<file path="src/rtl/uart_word_tx.sv">
// uart_word_tx: serialises BUS_WIDTH-bit words as back-to-back 8N1 frames,
// least-significant byte first, behind a valid/ready word interface.
module uart_word_tx #(
    parameter int unsigned CLK_FREQ     = 100000000,
    parameter int unsigned BIT_RATE     = 115200,
    parameter int unsigned PAYLOAD_BITS = 8,
    parameter int unsigned BUS_WIDTH    = 32
) (
    input  logic                 clk,
    input  logic                 reset,
    input  logic [BUS_WIDTH-1:0] in_data,
    input  logic                 in_valid,
    output logic                 in_ready,
    output logic                 tx,
    output logic                 busy,
    output logic                 done
);

    localparam int unsigned CLKS_PER_BIT = CLK_FREQ / BIT_RATE;
    localparam int unsigned NUM_FRAMES   = BUS_WIDTH / PAYLOAD_BITS;
    localparam int unsigned BAUD_W       = (CLKS_PER_BIT > 1) ? $clog2(CLKS_PER_BIT) : 1;
    localparam int unsigned BIT_W        = (PAYLOAD_BITS > 1) ? $clog2(PAYLOAD_BITS) : 1;
    localparam int unsigned FRAME_W      = (NUM_FRAMES > 1) ? $clog2(NUM_FRAMES) : 1;

    localparam logic [BAUD_W-1:0]  BAUD_LAST  = BAUD_W'(CLKS_PER_BIT - 1);
    localparam logic [BIT_W-1:0]   BIT_LAST   = BIT_W'(PAYLOAD_BITS - 1);
    localparam logic [FRAME_W-1:0] FRAME_LAST = FRAME_W'(NUM_FRAMES - 1);

    if (BUS_WIDTH % PAYLOAD_BITS != 0) begin : g_bad_width
        $error("uart_word_tx: BUS_WIDTH must be a multiple of PAYLOAD_BITS");
    end
    if (CLKS_PER_BIT < 2) begin : g_bad_rate
        $error("uart_word_tx: CLK_FREQ/BIT_RATE must be at least 2");
    end

    typedef enum logic [1:0] {
        IDLE,
        START,
        DATA,
        STOP
    } state_t;

    state_t               state_q, state_d;
    logic [BUS_WIDTH-1:0] shift_q, shift_d;
    logic [BAUD_W-1:0]    baud_cnt_q, baud_cnt_d;
    logic [BIT_W-1:0]     bit_cnt_q, bit_cnt_d;
    logic [FRAME_W-1:0]   frame_cnt_q, frame_cnt_d;
    logic                 tx_q, tx_d;
    logic                 in_ready_q, in_ready_d;
    logic                 busy_q, busy_d;
    logic                 done_q, done_d;

    logic [PAYLOAD_BITS-1:0] cur_byte;
    logic [BIT_W-1:0]        next_bit;
    logic                    baud_tick;

    assign cur_byte  = shift_q[PAYLOAD_BITS-1:0];
    assign next_bit  = bit_cnt_q + 1'b1;
    assign baud_tick = (baud_cnt_q == BAUD_LAST);

    // Next-state and registered-output logic; tx is computed one cycle ahead
    // so the line changes exactly on each bit boundary.
    always_comb begin
        state_d     = state_q;
        shift_d     = shift_q;
        baud_cnt_d  = baud_cnt_q;
        bit_cnt_d   = bit_cnt_q;
        frame_cnt_d = frame_cnt_q;
        tx_d        = tx_q;
        in_ready_d  = in_ready_q;
        busy_d      = busy_q;
        done_d      = 1'b0;

        case (state_q)
            IDLE: begin
                tx_d       = 1'b1;
                in_ready_d = 1'b1;
                busy_d     = 1'b0;
                if (in_valid && in_ready_q) begin
                    shift_d     = in_data;
                    frame_cnt_d = '0;
                    baud_cnt_d  = '0;
                    tx_d        = 1'b0;
                    in_ready_d  = 1'b0;
                    busy_d      = 1'b1;
                    state_d     = START;
                end
            end
            START: begin
                if (baud_tick) begin
                    baud_cnt_d = '0;
                    bit_cnt_d  = '0;
                    tx_d       = cur_byte[0];
                    state_d    = DATA;
                end else begin
                    baud_cnt_d = baud_cnt_q + 1'b1;
                end
            end
            DATA: begin
                if (baud_tick) begin
                    baud_cnt_d = '0;
                    if (bit_cnt_q == BIT_LAST) begin
                        tx_d    = 1'b1;
                        state_d = STOP;
                    end else begin
                        bit_cnt_d = next_bit;
                        tx_d      = cur_byte[next_bit];
                    end
                end else begin
                    baud_cnt_d = baud_cnt_q + 1'b1;
                end
            end
            STOP: begin
                if (baud_tick) begin
                    baud_cnt_d = '0;
                    if (frame_cnt_q != FRAME_LAST) begin
                        shift_d     = shift_q >> PAYLOAD_BITS;
                        frame_cnt_d = frame_cnt_q + 1'b1;
                        tx_d        = 1'b0;
                        state_d     = START;
                    end else begin
                        in_ready_d = 1'b1;
                        busy_d     = 1'b0;
                        done_d     = 1'b1;
                        state_d    = IDLE;
                    end
                end else begin
                    baud_cnt_d = baud_cnt_q + 1'b1;
                end
            end
            default: begin
                state_d = IDLE;
            end
        endcase
    end

    // State and output registers with synchronous reset.
    always_ff @(posedge clk) begin
        if (reset) begin
            state_q     <= IDLE;
            shift_q     <= '0;
            baud_cnt_q  <= '0;
            bit_cnt_q   <= '0;
            frame_cnt_q <= '0;
            tx_q        <= 1'b1;
            in_ready_q  <= 1'b1;
            busy_q      <= 1'b0;
            done_q      <= 1'b0;
        end else begin
            state_q     <= state_d;
            shift_q     <= shift_d;
            baud_cnt_q  <= baud_cnt_d;
            bit_cnt_q   <= bit_cnt_d;
            frame_cnt_q <= frame_cnt_d;
            tx_q        <= tx_d;
            in_ready_q  <= in_ready_d;
            busy_q      <= busy_d;
            done_q      <= done_d;
        end
    end

    assign tx       = tx_q;
    assign in_ready = in_ready_q;
    assign busy     = busy_q;
    assign done     = done_q;

endmodule

</file>
<file path="config.mk">
export PLATFORM = sky130hd
export DESIGN_NAME = uart_word_tx
export DESIGN_NICKNAME = d
export VERILOG_FILES = /design/src/rtl/uart_word_tx.sv
export SDC_FILE = /design/constraint.sdc
export NUM_CORES = 1
export LEC_CHECK = 0
export BUFFER_PORTS_ARGS = -buffer_cell sky130_fd_sc_hd__buf_2
export CORE_MARGIN = 2
export CORE_UTILIZATION = 40
export DETAILED_ROUTE_END_ITERATION = 8
export GPL_ROUTABILITY_DRIVEN = 0
export REMOVE_ABC_BUFFERS = 1
export SYNTH_ARGS = -nofsm -noshare
export SYNTH_HDL_FRONTEND = slang
export SYNTH_SLANG_ARGS = --single-unit
</file>
<file path="constraint.sdc">
create_clock -name clk -period 2.93 [get_ports clk]
set_input_delay 0.1465 -clock clk [delete_from_list [all_inputs] [get_ports clk]]
set_output_delay 0.1465 -clock clk [all_outputs]
set_load 0.05 [all_outputs]
</file>
==> metrics.csv <==
metric,value,unit
status,finished clean,
boundaryPins,39,
tns,0,ns
multi_input_area,1440,sq um
fin_ws,0.646,ns
async_flop_share,0,
netlist_instances,269,
crit_type,flip-flop to flip-flop,
required,3.10,ns
cp_slowest_stage_delay,0.82,ns
yosysMostFrequentCell,dfxtp_1,
grt_max_degree,26,
max_cap_viol_count,0,
crit_path_end_kind,flip-flop,
worstPathCellList,inv_1 > ha_1 > a21boi_1 > a21oi_2 > and3_1 > a211oi_1,
dp_slack,0.684,ns
cts_tree,done,
htreeDepth,2,
die_y,84.3,um
n_fill_cell,612,
hold_end,shift_q[25]$_SDFFE_PP0P_,
rr_endpoint,shift_q[18]$_SDFFE_PP0P_,
timing.fmax,438,MHz
cpMaxStageDelayCell,and3_1,
fin_crit,2.28,ns
ys_top_cells_by_count,"53 x dfxtp_1, 28 x a31oi_1, 27 x a211oi_1",
use_met1,0.256,
tightestPinTransition,0.979,ns
final_util,0.471,
cts_buffers,5,
fp-row-count,29,
finalNetCount,349,
slew_violations,0,
synth_area,2580,sq um
critical_path.top_delay_family,simple AND/OR/NAND/NOR gates,
clk-insertion-delay-late,0.33,ns
r2r-start,state_q[0]$_SDFFE_PP0P_,
drtAntennaViolNets,0,
synth_area_per_cell,9.58,sq um
grt_pass1_vias,2016,
hp-class,input pin to flip-flop,
root_buffer,clkbuf_8,
yosysTopAreaCellShare,0.412,
place_hpwl,4070,um
start_util,0.410,
cp_num_buf_inv,1,
post_drt_wl_per_cell,15.6,um
drc,0,
chipWidth,84.3,um
worst-r2r-setup-slack,0.65,ns
synth-warning-count,0,
fp.dieArea,7100,sq um
yosys.area.top_type,dfxtp_1,
grt_pass1_wl,10200,um
hold_violations,0,
core_area,6280,sq um
track_usage,0.177,
area.sequential,1060,sq um
n_antenna_cell,0,
gr-max-usage-layer,met2,
ys_ff_latch,53,
overflow,0,
post_cts_buffers,0,
drt-total-wl,5980,um
hp-start,in_data[25],
gr-usage-met3,0.0374,
reg2reg_depth,6,
grt_setup_unrepaired,false,
whs_path_depth,2,
arrival,2.46,ns
synth_seq_area_share,0.412,
fin_crit_sh,0.779,
clockBufferDepth,2,
leakage,1.06,nW
relSlewSlack,0.347,
viasPerCell,5.76,
drive_above_1_share,0.219,
synth_ff_type,dfxtp_1,
cts_sinks,53,
io_buffers,38,
drtIter0Drc,193,
p_per_area,1000,nW/um^2
cts.clk_slew.worst_paths,0.11,ns
synth_edf_count,0,
setup_violations,0,
setup.worst_path.start_class,flip-flop,
grtUsageMet2,0.263,
vdd_drop_max,0.500,mV
cts_resized,0,
syn_to_final_growth,14.7,%
crit_fanout,25,
skew,0.0109,ns
vias,2206,
synthTopCellsByArea,"dfxtp_1 41%, mux2i_1 9.7%, a211oi_1 7.9%",
netlist-cell-type-count,45,
ctsHoldBuffers,0,
first_pass_iters,4,
antenna_found_initial,0,
## metrics by stage
step	power, mW	instance area, sq um	instances	hold slack, ns
finish	2.96	2950	383	0.0200
global route	3.17	2950	383	0.0200
CTS	2.96	2950	383	0.0206
detailed placement	2.51	2860	375	0.359
global placement	2.50	2860	375	0.357
floorplan	2.11	2510	253	0.216
## final cells by class
class | instances | area share
clock buffer | 5 | 0.0233
tap | 77 | 0.0326
multi-input combinational | 196 | 0.488
clock inverter | 3 | 0.00974
timing repair buffer | 45 | 0.0822
sequential | 53 | 0.359
inverter | 4 | 0.00508
## registers in the layout, summed over array words and instances (netlist names)
| name | count |
|---|---|
| busy | 1 |
| in_ready | 1 |
| frame_cnt_q | 2 |
| bit_cnt_q | 3 |
| done | 1 |
| shift_q | 32 |
| tx | 1 |
| state_q | 2 |
| baud_cnt_q | 10 |
## cells in the final DEF (no fill, tap or decap), types with 2 or more instances in the layout
cell type  count
a21oi_1        9
or4_1          2
nand2_1       13
xnor2_1        4
nor2b_1        3
inv_1          4
a22o_1         8
nor3_1         3
dfxtp_1       53
nor2_1        16
a211oi_1      27
a31oi_1       28
buf_4          7
nand2b_1       4
and3_1         3
mux2i_1       25
buf_2         38
ha_1           9
a31o_2         2
clkbuf_8       5
o31ai_1        2
mux4_2         2
nand4_1        6
nand3_1        6
xor2_1         3
## report_power, final
| part | switching [mW] | internal [mW] | leakage, nW |
|---|---|---|---|
| clock network | 0.279 | 0.179 | 0.0506 |
| logic | 0.850 | 0.551 | 0.578 |
| registers | 0.140 | 0.961 | 0.434 |
## routing by layer
layer / part of all wire / up-vias
met1: 0.49 / 1039
met4: 0.015 / 0
met5: 0 / -
li1: - / 1104
met2: 0.45 / 57
met3: 0.046 / 6
## kinds of logic after synthesis
| group | Yosys count | synth area share |
|---|---|---|
| AOI/OAI and AO/OA | 87 | 0.238 |
| xor gates and xnor gates | 7 | 0.0238 |
| adders and majority gates | 9 | 0.0437 |
| buffers and inverters | 20 | 0.0301 |
| DFF | 53 | 0.412 |
| muxes | 27 | 0.115 |
| and+or+nand+nor | 66 | 0.138 |
## worst max path at each step
| stage | startpoint | to | cells past startpoint |
|---|---|---|---|
| 5_1_grt | state_q[0]$_SDFFE_PP0P_ | shift_q[20]$_SDFFE_PP0P_ | 6 |
| 3_3_place_gp | baud_cnt_q[4]$_SDFFE_PP0P_ | frame_cnt_q[0]$_SDFFE_PP0P_ | 4 |
| 4_1_cts | state_q[0]$_SDFFE_PP0P_ | shift_q[11]$_SDFFE_PP0P_ | 6 |
| 3_5_place_dp | state_q[0]$_SDFFE_PP0P_ | shift_q[18]$_SDFFE_PP0P_ | 6 |
| 6_report | state_q[0]$_SDFFE_PP0P_ | shift_q[18]$_SDFFE_PP0P_ | 6 |
| 2_1_floorplan | state_q[0]$_SDFFE_PP0P_ | frame_cnt_q[0]$_SDFFE_PP0P_ | 5 |
(Power assumes the default switching activity.)
